### config.mk
export PLATFORM = sky130hd
export DESIGN_NAME = adc_readout_sequencer
export DESIGN_NICKNAME = d
export VERILOG_FILES = /design/src/rtl/adc_readout_sequencer.sv
export SDC_FILE = /design/constraint.sdc
export NUM_CORES = 1
export LEC_CHECK = 0
export BUFFER_PORTS_ARGS = -buffer_cell sky130_fd_sc_hd__buf_2
export CAP_MARGIN = 20
export CORE_MARGIN = 4
export CORE_UTILIZATION = 55
export CTS_BUF_LIST = sky130_fd_sc_hd__clkbuf_16
export CTS_CLUSTER_DIAMETER = 40
export CTS_CLUSTER_SIZE = 16
export DETAILED_ROUTE_END_ITERATION = 10
export GPL_TIMING_DRIVEN = 0
export PLACE_DENSITY = 0.83
export SYNTH_ARGS = -nofsm -noshare
export SYNTH_HDL_FRONTEND = slang
export SYNTH_SLANG_ARGS = --single-unit
### constraint.sdc
create_clock -name CLK -period 3.5 [get_ports CLK]
set_input_delay 0.175 -clock CLK [delete_from_list [all_inputs] [get_ports CLK]]
set_output_delay 0.175 -clock CLK [all_outputs]
set_load 0.005 [all_outputs]
### src/rtl/adc_readout_sequencer.sv
// Frame readout sequencer: gates the ADC clock, waits out sensor settling and turns each
// dual-channel ADC sample into an even/odd column pixel pair on a valid/ready stream.
module adc_readout_sequencer #(
    parameter int unsigned ADC_WIDTH  = 14,
    parameter int unsigned COLS       = 160,
    parameter int unsigned ROWS       = 120,
    parameter int unsigned SETTLE_CYC = 8,
    parameter int unsigned ROW_GAP    = 4,
    localparam int unsigned ROW_W     = (ROWS > 1) ? $clog2(ROWS) : 1,
    localparam int unsigned COL_W     = (COLS > 1) ? $clog2(COLS) : 1
) (
    input  logic                 CLK,
    input  logic                 RESET,
    input  logic                 START,
    input  logic                 ABORT,
    input  logic                 SAMPLE_VALID,
    input  logic [ADC_WIDTH-1:0] SAMPLE1,
    input  logic [ADC_WIDTH-1:0] SAMPLE2,
    input  logic                 PIX_READY,
    output logic                 ADC_ENABLE,
    output logic                 PIX_VALID,
    output logic [ADC_WIDTH-1:0] PIX_DATA,
    output logic [ROW_W-1:0]     PIX_ROW,
    output logic [COL_W-1:0]     PIX_COL,
    output logic                 BUSY,
    output logic                 FRAME_DONE,
    output logic                 OVERRUN
);

    localparam int unsigned CNT_MAX = (SETTLE_CYC > ROW_GAP) ? SETTLE_CYC : ROW_GAP;
    localparam int unsigned CNT_W   = (CNT_MAX > 1) ? $clog2(CNT_MAX) : 1;

    localparam logic [COL_W-1:0] COL_LAST    = COL_W'(COLS - 2);
    localparam logic [ROW_W-1:0] ROW_LAST    = ROW_W'(ROWS - 1);
    localparam logic [CNT_W-1:0] SETTLE_LAST = CNT_W'(SETTLE_CYC - 1);
    localparam logic [CNT_W-1:0] GAP_LAST    = CNT_W'(ROW_GAP - 1);

    typedef enum logic [2:0] {
        IDLE,
        SETTLE,
        ACQ,
        OUT1,
        OUT2,
        GAP,
        DONE
    } state_t;

    state_t               state_q, state_n;
    logic [ROW_W-1:0]     row_q, row_n;
    logic [COL_W-1:0]     col_q, col_n;
    logic [CNT_W-1:0]     cnt_q, cnt_n;
    logic [ADC_WIDTH-1:0] ch2_q, ch2_n;
    logic                 overrun_n;
    logic [ADC_WIDTH-1:0] data_n;
    logic [ROW_W-1:0]     prow_n;
    logic [COL_W-1:0]     pcol_n;

    always_comb begin
        state_n   = state_q;
        row_n     = row_q;
        col_n     = col_q;
        cnt_n     = cnt_q;
        ch2_n     = ch2_q;
        overrun_n = OVERRUN;
        data_n    = PIX_DATA;
        prow_n    = PIX_ROW;
        pcol_n    = PIX_COL;

        if (ABORT && state_q != IDLE) begin
            state_n = IDLE;
        end else begin
            // Any sample outside ACQ once the first settle is over is lost data.
            if (SAMPLE_VALID && (state_q == OUT1 || state_q == OUT2 ||
                                 state_q == GAP  || state_q == DONE)) begin
                overrun_n = 1'b1;
            end
            case (state_q)
                IDLE: begin
                    if (START && !ABORT) begin
                        state_n   = SETTLE;
                        row_n     = '0;
                        col_n     = '0;
                        cnt_n     = '0;
                        overrun_n = 1'b0;
                    end
                end
                SETTLE: begin
                    if (cnt_q == SETTLE_LAST) begin
                        state_n = ACQ;
                        cnt_n   = '0;
                    end else begin
                        cnt_n = cnt_q + CNT_W'(1);
                    end
                end
                ACQ: begin
                    if (SAMPLE_VALID) begin
                        state_n = OUT1;
                        data_n  = SAMPLE1;
                        ch2_n   = SAMPLE2;
                        prow_n  = row_q;
                        pcol_n  = col_q;
                    end
                end
                OUT1: begin
                    if (PIX_READY) begin
                        state_n = OUT2;
                        data_n  = ch2_q;
                        pcol_n  = col_q + COL_W'(1);
                    end
                end
                OUT2: begin
                    if (PIX_READY) begin
                        if (col_q < COL_LAST) begin
                            state_n = ACQ;
                            col_n   = col_q + COL_W'(2);
                        end else if (row_q < ROW_LAST) begin
                            state_n = GAP;
                            row_n   = row_q + ROW_W'(1);
                            col_n   = '0;
                            cnt_n   = '0;
                        end else begin
                            state_n = DONE;
                        end
                    end
                end
                GAP: begin
                    if (cnt_q == GAP_LAST) begin
                        state_n = SETTLE;
                        cnt_n   = '0;
                    end else begin
                        cnt_n = cnt_q + CNT_W'(1);
                    end
                end
                DONE: begin
                    state_n = IDLE;
                end
                default: begin
                    state_n = IDLE;
                end
            endcase
        end
    end

    // Outputs are registered from the next state so they line up with the state they describe.
    always_ff @(posedge CLK) begin
        if (RESET) begin
            state_q    <= IDLE;
            row_q      <= '0;
            col_q      <= '0;
            cnt_q      <= '0;
            ch2_q      <= '0;
            ADC_ENABLE <= 1'b0;
            PIX_VALID  <= 1'b0;
            PIX_DATA   <= '0;
            PIX_ROW    <= '0;
            PIX_COL    <= '0;
            BUSY       <= 1'b0;
            FRAME_DONE <= 1'b0;
            OVERRUN    <= 1'b0;
        end else begin
            state_q    <= state_n;
            row_q      <= row_n;
            col_q      <= col_n;
            cnt_q      <= cnt_n;
            ch2_q      <= ch2_n;
            ADC_ENABLE <= (state_n == SETTLE) || (state_n == ACQ) ||
                          (state_n == OUT1)   || (state_n == OUT2);
            PIX_VALID  <= (state_n == OUT1) || (state_n == OUT2);
            PIX_DATA   <= data_n;
            PIX_ROW    <= prow_n;
            PIX_COL    <= pcol_n;
            BUSY       <= (state_n != IDLE);
            FRAME_DONE <= (state_n == DONE);
            OVERRUN    <= overrun_n;
        end
    end

endmodule

**Word level (Yosys, flattened, before mapping)**

Cells that the tools add are included.

- Add/subtract/negate cells: 4
- Equality and inequality tests: 20
- $lt $le $gt $ge: 2
- Multiplexer cells: 36
- Bitwise operators: 1
- Reduce and logical (&&, ||, !) cells: 22

Operator list:

| cell | number |
|---|---|
| $mux W8 | 6 |
| $mux W3 | 14 |
| $pmux W8 S2 | 2 |
| $mux W14 | 2 |
| $mux W7 | 4 |
| $pmux W14 S2 | 1 |
| $eq A3 B3 Y1 const B | 6 |
| $pmux W3 S6 | 1 |
| $eq A3 B2 Y1 const B | 5 |
| $pmux W7 S2 | 1 |
| $pmux W3 S4 | 1 |
| $reduce_and A6 Y1 | 2 |
| $ne A2 B2 Y1 const B | 5 |
| $add A8 B1 Y8 const B | 1 |
| $add A8 B2 Y8 const B | 1 |
| $lt A8 B8 Y1 const B | 1 |
| $add A7 B1 Y7 const B | 1 |
| $logic_or A1 B1 Y1 | 7 |
| $lt A7 B7 Y1 const B | 1 |
| $eq A3 B1 Y1 const B | 2 |
| $reduce_bool A3 Y1 | 2 |
| $reduce_and A5 Y1 | 1 |
| $reduce_and A4 Y1 | 1 |
| $reduce_bool A2 Y1 | 2 |
| other kinds (11) | 15 |

- Flip-flop bits (word level): 69
- Output and inout port bits: 34

**Logic depth before layout (Yosys ltp)**

Gate-level depths: netlist of run 1.

- Depth in word-level cells: 10
- Gate-level depth with buffers: 8

**Worst setup path before layout of run 1**

Ideal clock, no wire load.

- Path type: reg2reg
- Start: register state_q[0]
- End: register PIX_COL[3]
- Path buffers: 2
- Required time: 3.372 ns
- Slack: 1.953 ns
- Stages on the path, launching flop included: 7
- Library setup time: 0.128 ns
- Arrival time: 1.419 ns
- Cell sequence: dfxtp_1 -> buf_4 -> nand2b_4 -> a211oi_4 -> buf_6 -> mux2i_1 -> nor2_1

- Word-level cells in the longest chain between the ends: 4
- Elaborated cells between the ends (all ways): 10

RTL lines:

| item | RTL line | source |
|---|---|---|
| from (decl) | 48 | `state_t state_q, state_n;` |
| from (signal assigned) | 161 | `state_q <= state_n;` |
| parallel branches: the longest is 4 deep, another holds $reduce_and A4 Y1 | n/a |  |
| to (signal assigned) | 171 | `PIX_COL <= pcol_n;` |
| to (decl) | 24 | `output logic [COL_W-1:0] PIX_COL,` |

Several ways; the timed one is not identified.
A chain may end at the register's enable or synchronous reset.

**Worst setup path after layout of run 1**

- Start: register col_q[1]
- End: register cnt_q[0]

- Word-level cells in the longest chain between the ends: 3

RTL lines:

| item | RTL line | source |
|---|---|---|
| from (decl) | 50 | `logic [COL_W-1:0] col_q, col_n;` |
| from (signal assigned) | 163 | `col_q <= col_n;` |
| $lt A8 B8 Y1 | 113 | `if (col_q < COL_LAST) begin` |
| $ne A2 B2 Y1 (no line) | n/a |  |
| $reduce_and A6 Y1 (no line) | n/a |  |
| to (signal assigned) | 164 | `cnt_q <= cnt_n;` |
| to (decl) | 51 | `logic [CNT_W-1:0] cnt_q, cnt_n;` |

Every way passes these cells.

==> impl_metrics.toml, run 1 <==
[status]
run_status = "completed"

[sta]
min_period_over_period_pct = 52.3
hold_viol_final = 0
fin_ws_ns = 1.67
drv_slew = 0
tns_ns = 0
rsz0062_at_grt = "no"
slew_headroom_pct = 56.6
max_freq_mhz = 546
fin_skew_ns = 0.00438
period_minus_slack_ns = 1.83
worst_pin_slew_ns = 0.652
setup_viol = 0

[clock_network]
clock_path_buffers = 2
tritoncts = "done"
htreeDepth = 3
clock-sinks = 68
cts-root-buf = "clkbuf_16"
postCtsSetupRepairBufs = 0
clk_latency_ns = 0.33
clkTransAtPathRegs_ns = 0.06
cts_hold_buf = 0
post_cts_resized = 0
cts_buffers = 9

[logic_synthesis]
yosys_register_bits = 68
ys_async_sr_fraction_pct = 0
netlist_area_mm2 = 0.00317
syn_area_per_cell_um2 = 8.75
synth_ff_type = "dfxtp_1"
synth_warnings = 0
ys_seq_area_share_pct = 43.0
synth_top_cell_by_area = "dfxtp_1"
yosysTopAreaCellShare_pct = 43.0
syn_nets = 402
synth-edff-count = 0
netlist_instances = 362
synthDistinctLibCells = 60
synth_area_leaders = "dfxtp_1 (43%), nand2_1 (8.1%), a21oi_1 (4.9%)"

[run]
maxCapViolCount = 0

[route]
ant_nets = 0
vias_per_cell = 5.49
dr.pass1.iters = 4
drc_errors = 0
wirelength_um = 7740
wl_per_cell_um = 15.0
drtIter0Drc = 114
vias = 2836

[finish]
final_nets = 480
drive_above_1_share_pct = 29.4
areaGrowthSynthToFinish_pct = 23.5
antenna_cells = 0
final_common_cell = "buf_2"
layout_common_cells = "buf_2 (73), dfxtp_1 (68), nand2_1 (68)"

[floorplanning]
coreArea_mm2 = 0.00554
ios = 68
fp.dieW_um = 83.9
dieArea_mm2 = 0.00704
die_h_um = 83.9
initial_utilization_pct = 57.2
std_cell_rows = 27

[critical_path]
crit_path_end_kind = "flip-flop"
crit_required_ns = 3.72
rrSetupSlack_ns = 1.67
r2r_start = "col_q[1]"
r2r-end = "cnt_q[0]"
cp_data_arrival_time_ns = 2.05
cp_max_fo = 6
critical_path_class = "flip-flop to flip-flop"
worstRegToRegCells = 5
startpoint_type = "flip-flop"

[hold_path]
min_to = "ch2_q[9]"
hp-start = "SAMPLE2[9]"
hp-class = "input pin to flip-flop"
min_path_cells = 3

[global_route]
grt_usage_pct = 22.6
overflow = 0
antenna_found_initial = 0
grt_max_degree = 13
grt_pass1_vias = 2792
grt_pass1_wl_um = 13000

[placement]
dp_hpwl_um = 5510
gp_congestion = 0.848
dp_slack_ns = 1.71
port_buffers = 67

[pwr]
max-vdd-ir-drop_mv = 0.330
p_leak_nw = 1.55
power_density_mw_per_mm2 = 469
-- registers in the layout, indices dropped and copies added (netlist names) --
name,flops
row_q,7
state_q,3
OVERRUN,1
FRAME_DONE,1
BUSY,1
col_q,7
cnt_q,3
ADC_ENABLE,1
PIX_VALID,1
PIX_ROW,7
PIX_DATA,14
PIX_COL,8
ch2_q,14
-- cell families after synthesis --
family                   share of synthesized area (%)
AO/OA/AOI/OAI                                     17.6
XOR/XNOR                                          2.49
adder cells (fa/ha/maj)                           2.37
buffers and inverters                             5.25
flip-flops                                        43.0
multiplexers                                      3.83
AND/OR/NAND/NOR                                   25.5
-- through the flow --
stage	power, mW	util [%]	std cells	area, um^2	hold WS [ns]
after CTS	1.84	70.6	517	3910	0.0823
after detailed placement	0.893	64.9	501	3590	0.429
final	1.84	70.6	517	3910	0.0865
after global routing	1.89	70.6	517	3910	0.0897
after global placement	0.891	64.9	501	3590	0.425
after floorplan	0.856	-	362	3170	0.311
-- synth_stat cells, types with 2 or more instances --
master	count
clkbuf_1	8
inv_1	7
nor2b_1	3
nor2_2	8
dfxtp_1	68
o21ai_0	4
ha_1	6
nor3_2	2
buf_6	5
nand2_1	68
a311oi_2	9
buf_4	2
a211oi_1	2
nand2b_1	3
nand3_1	23
a31oi_1	5
nor2_1	37
a311oi_1	6
buf_2	6
a21oi_1	31
nor3_1	3
xnor2_1	8
mux2i_1	11
-- worst max-delay path, stage by stage (launching register included) --
cell      delay (ns)
dfxtp_1         0.46
and4_1          0.33
o221ai_2        0.20
a21boi_1        0.36
nor2_1          0.12
a22o_1          0.25
-- how the worst max path moves through the flow --
stage	from	cells after the start	slack (ns)	end
after floorplan	state_q[0]	6	1.95	PIX_COL[3]
after detailed placement	cnt_q[0]	6	1.71	state_q[0]
after global routing	cnt_q[0]	6	1.49	FRAME_DONE
after CTS	state_q[1]	6	1.68	PIX_COL[6]
after global placement	col_q[1]	5	1.75	cnt_q[0]
final	col_q[1]	5	1.67	cnt_q[0]
-- cell type report --
cell class,instances,area [um^2]
Buffer,23,140
Sequential cell,68,1360
Inverter,7,26.3
Clock inverter,7,92.6
Tap cell,72,90.1
Clock buffer,9,225
Multi-Input combinational cell,264,1640
Timing Repair Buffer,67,335
Fill cell,425,1630
-- where the power goes --
part,switching [mW],internal (mW)
Clock,0.338,0.620
Combinational,0.0556,0.0389
Sequential,0.00399,0.779
-- metal layers --
layer	part of all wire [%]	global-route usage (%)	wire [um]
met5	0	0	0
met1	44	28.5	3370
met3	6.1	5.33	475
met4	1.3	8.19	102
met2	49	37.7	3790
No activity file was read; power rests on OpenSTA's default activity.
==> run 2, diff against run 1 <==
--- a/config.mk
+++ b/config.mk
@@ -8,13 +8,13 @@
 export BUFFER_PORTS_ARGS = -buffer_cell sky130_fd_sc_hd__buf_2
 export CAP_MARGIN = 20
 export CORE_MARGIN = 4
-export CORE_UTILIZATION = 55
+export CORE_UTILIZATION = 54
 export CTS_BUF_LIST = sky130_fd_sc_hd__clkbuf_16
 export CTS_CLUSTER_DIAMETER = 40
 export CTS_CLUSTER_SIZE = 16
 export DETAILED_ROUTE_END_ITERATION = 10
 export GPL_TIMING_DRIVEN = 0
-export PLACE_DENSITY = 0.83
+export PLACE_DENSITY = 0.82
 export SYNTH_ARGS = -nofsm -noshare
 export SYNTH_HDL_FRONTEND = slang
 export SYNTH_SLANG_ARGS = --single-unit
==> constraint.sdc (replaced) <==
create_clock -name CLK -period 1.89 [get_ports CLK]
set_input_delay 0.0945 -clock CLK [delete_from_list [all_inputs] [get_ports CLK]]
set_output_delay 0.0945 -clock CLK [all_outputs]
set_load 0.005 [all_outputs]
==> run 2 against run 1 <==
Against the previous run: total power is 93% higher; non-clock buffer count increased by 4; sequential power up 85%; cell area grew 1.9%; core utilization up 0.47 points; clock skew up 0.0033 ns; final cell count increased by 0.77%; sequential share of layout area is 0.64 points lower; critical path type unchanged; largest cell class unchanged; highest routed layer unchanged.
==> impl_metrics.toml, run 2 (same netlist as run 1, synthesis figures left out) <==
[global_route]
antenna_found_initial = 0
grt_pass1_wl_um = 13800
overflow = 0
grt_pass1_vias = 3015
grt_usage_pct = 23.7
grt_max_degree = 13

[sta]
setup_viol = 0
hold_viol_final = 0
slew_headroom_pct = 53.8
rsz0062_at_grt = "no"
max_freq_mhz = 563
fin_skew_ns = 0.00773
worst_pin_slew_ns = 0.692
period_minus_slack_ns = 1.78
min_period_over_period_pct = 94.0
drv_slew = 0
holdWs_ns = 0.00707
tns_ns = 0

[route]
dr.pass1.iters = 4
wl_per_cell_um = 15.9
vias = 2982
ant_nets = 0
drc_errors = 0
wirelength_um = 8270
vias_per_cell = 5.72
drtIter0Drc = 153

[finish]
layout_common_cells = "buf_2 (73), dfxtp_1 (68), nand2_1 (68)"
drive_above_1_share_pct = 30.7
utilization_pct = 71.1
antenna_cells = 0
final_common_cell = "buf_2"
reg.largest.list = "PIX_DATA (14), ch2_q (14), PIX_COL (8)"
final_nets = 484
final_cells = 521
areaGrowthSynthToFinish_pct = 25.8
num-fill-cells = 435

[pwr]
max-vdd-ir-drop_mv = 0.612
power_density_mw_per_mm2 = 889
p_total_mw = 3.54
p_leak_nw = 1.59

[floorplanning]
dieArea_mm2 = 0.00716
initial_utilization_pct = 56.5
ios = 68
die_h_um = 84.6
coreArea_mm2 = 0.00561
fp.dieW_um = 84.6
std_cell_rows = 27

[placement]
placed_cells = 501
gp_congestion = 0.823
dp_hpwl_um = 5600
port_buffers = 67

[clock_network]
tritoncts = "done"
cts_buffers = 9
clock_path_buffers = 2
clock-sinks = 68
clk_latency_ns = 0.33
cts-root-buf = "clkbuf_16"
htreeDepth = 3
clkTransAtPathRegs_ns = 0.06

[critical_path]
crit_path_end_kind = "flip-flop"
crit_chain = "and4_1 -> o221ai_2 -> a21boi_2 -> nor2_1 -> a22o_1"
critical_path_class = "flip-flop to flip-flop"
critical_path.max_stage_delay_ns = 0.46
cp_max_fo = 6
rrSetupSlack_ns = 0.11
crit_required_ns = 2.11
startpoint_type = "flip-flop"
slowest_stage = "dfxtp_1"
cp_data_arrival_time_ns = 1.99

[run]
maxCapViolCount = 0

[hold_path]
hp-class = "input pin to flip-flop"

[status]
run_status = "completed"
## run 2: timing repair
action,CTS,global route
setup endpoints to repair,1,18
resized for setup,1,8
endpoints found under the hold margin,1,0
buffers inserted,0,3
cloned,0,0
hold buffers,1,0
pin swaps,0,2
## run 2: final cells by class
type / instances / area [um^2] / area share (%)
well taps: 72 / 90.1 / 2.26
repair buffers: 71 / 368 / 9.23
plain buffers: 23 / 144 / 3.61
multi-input cells: 264 / 1660 / 41.6
clock inverters: 7 / 115 / 2.89
clock buffers: 9 / 225 / 5.65
inverters: 7 / 26.3 / 0.659
flip-flops and latches: 68 / 1360 / 34.1
## run 2: metrics by stage
step | area, um^2 | setup WS, ns
after global routing | 3990 | 0.00841
after CTS | 3960 | 0.0334
after floorplan | 3170 | 0.343
after detailed placement | 3590 | 0.0350
final | 3990 | 0.114
after global placement | 3590 | 0.137
## run 2: final timing paths
kind / start / end / cells past startpoint
max: col_q[1] / cnt_q[0] / 5
min: SAMPLE2[4] / ch2_q[4] / 3
max reg2reg: col_q[1] / cnt_q[0] / 5
min reg2reg: ch2_q[5] / ch2_q[5] / 2
## run 2: critical path, delay by kind of cell (launching register included)
kind / cells / cell delay [ns]
compound gates: 3 / 0.79
flops: 1 / 0.46
simple gates: 2 / 0.41
## run 2: report_power, final
group / total [mW] / switching (mW) / leakage [nW] / internal, mW
sequential: 1.45 / 0.00694 / 0.548 / 1.44
clock: 1.91 / 0.623 / 0.167 / 1.29
combinational: 0.186 / 0.109 / 0.877 / 0.0766
total: 3.54 / 0.739 / 1.59 / 2.80
## run 2: routing by layer
metal	wire, um	GRT usage, %	vias up
met5	0	0	-
met4	127	10.4	0
met3	491	3.73	12
met2	4290	42.1	107
met1	3360	28.1	1430
li1	-	-	1433
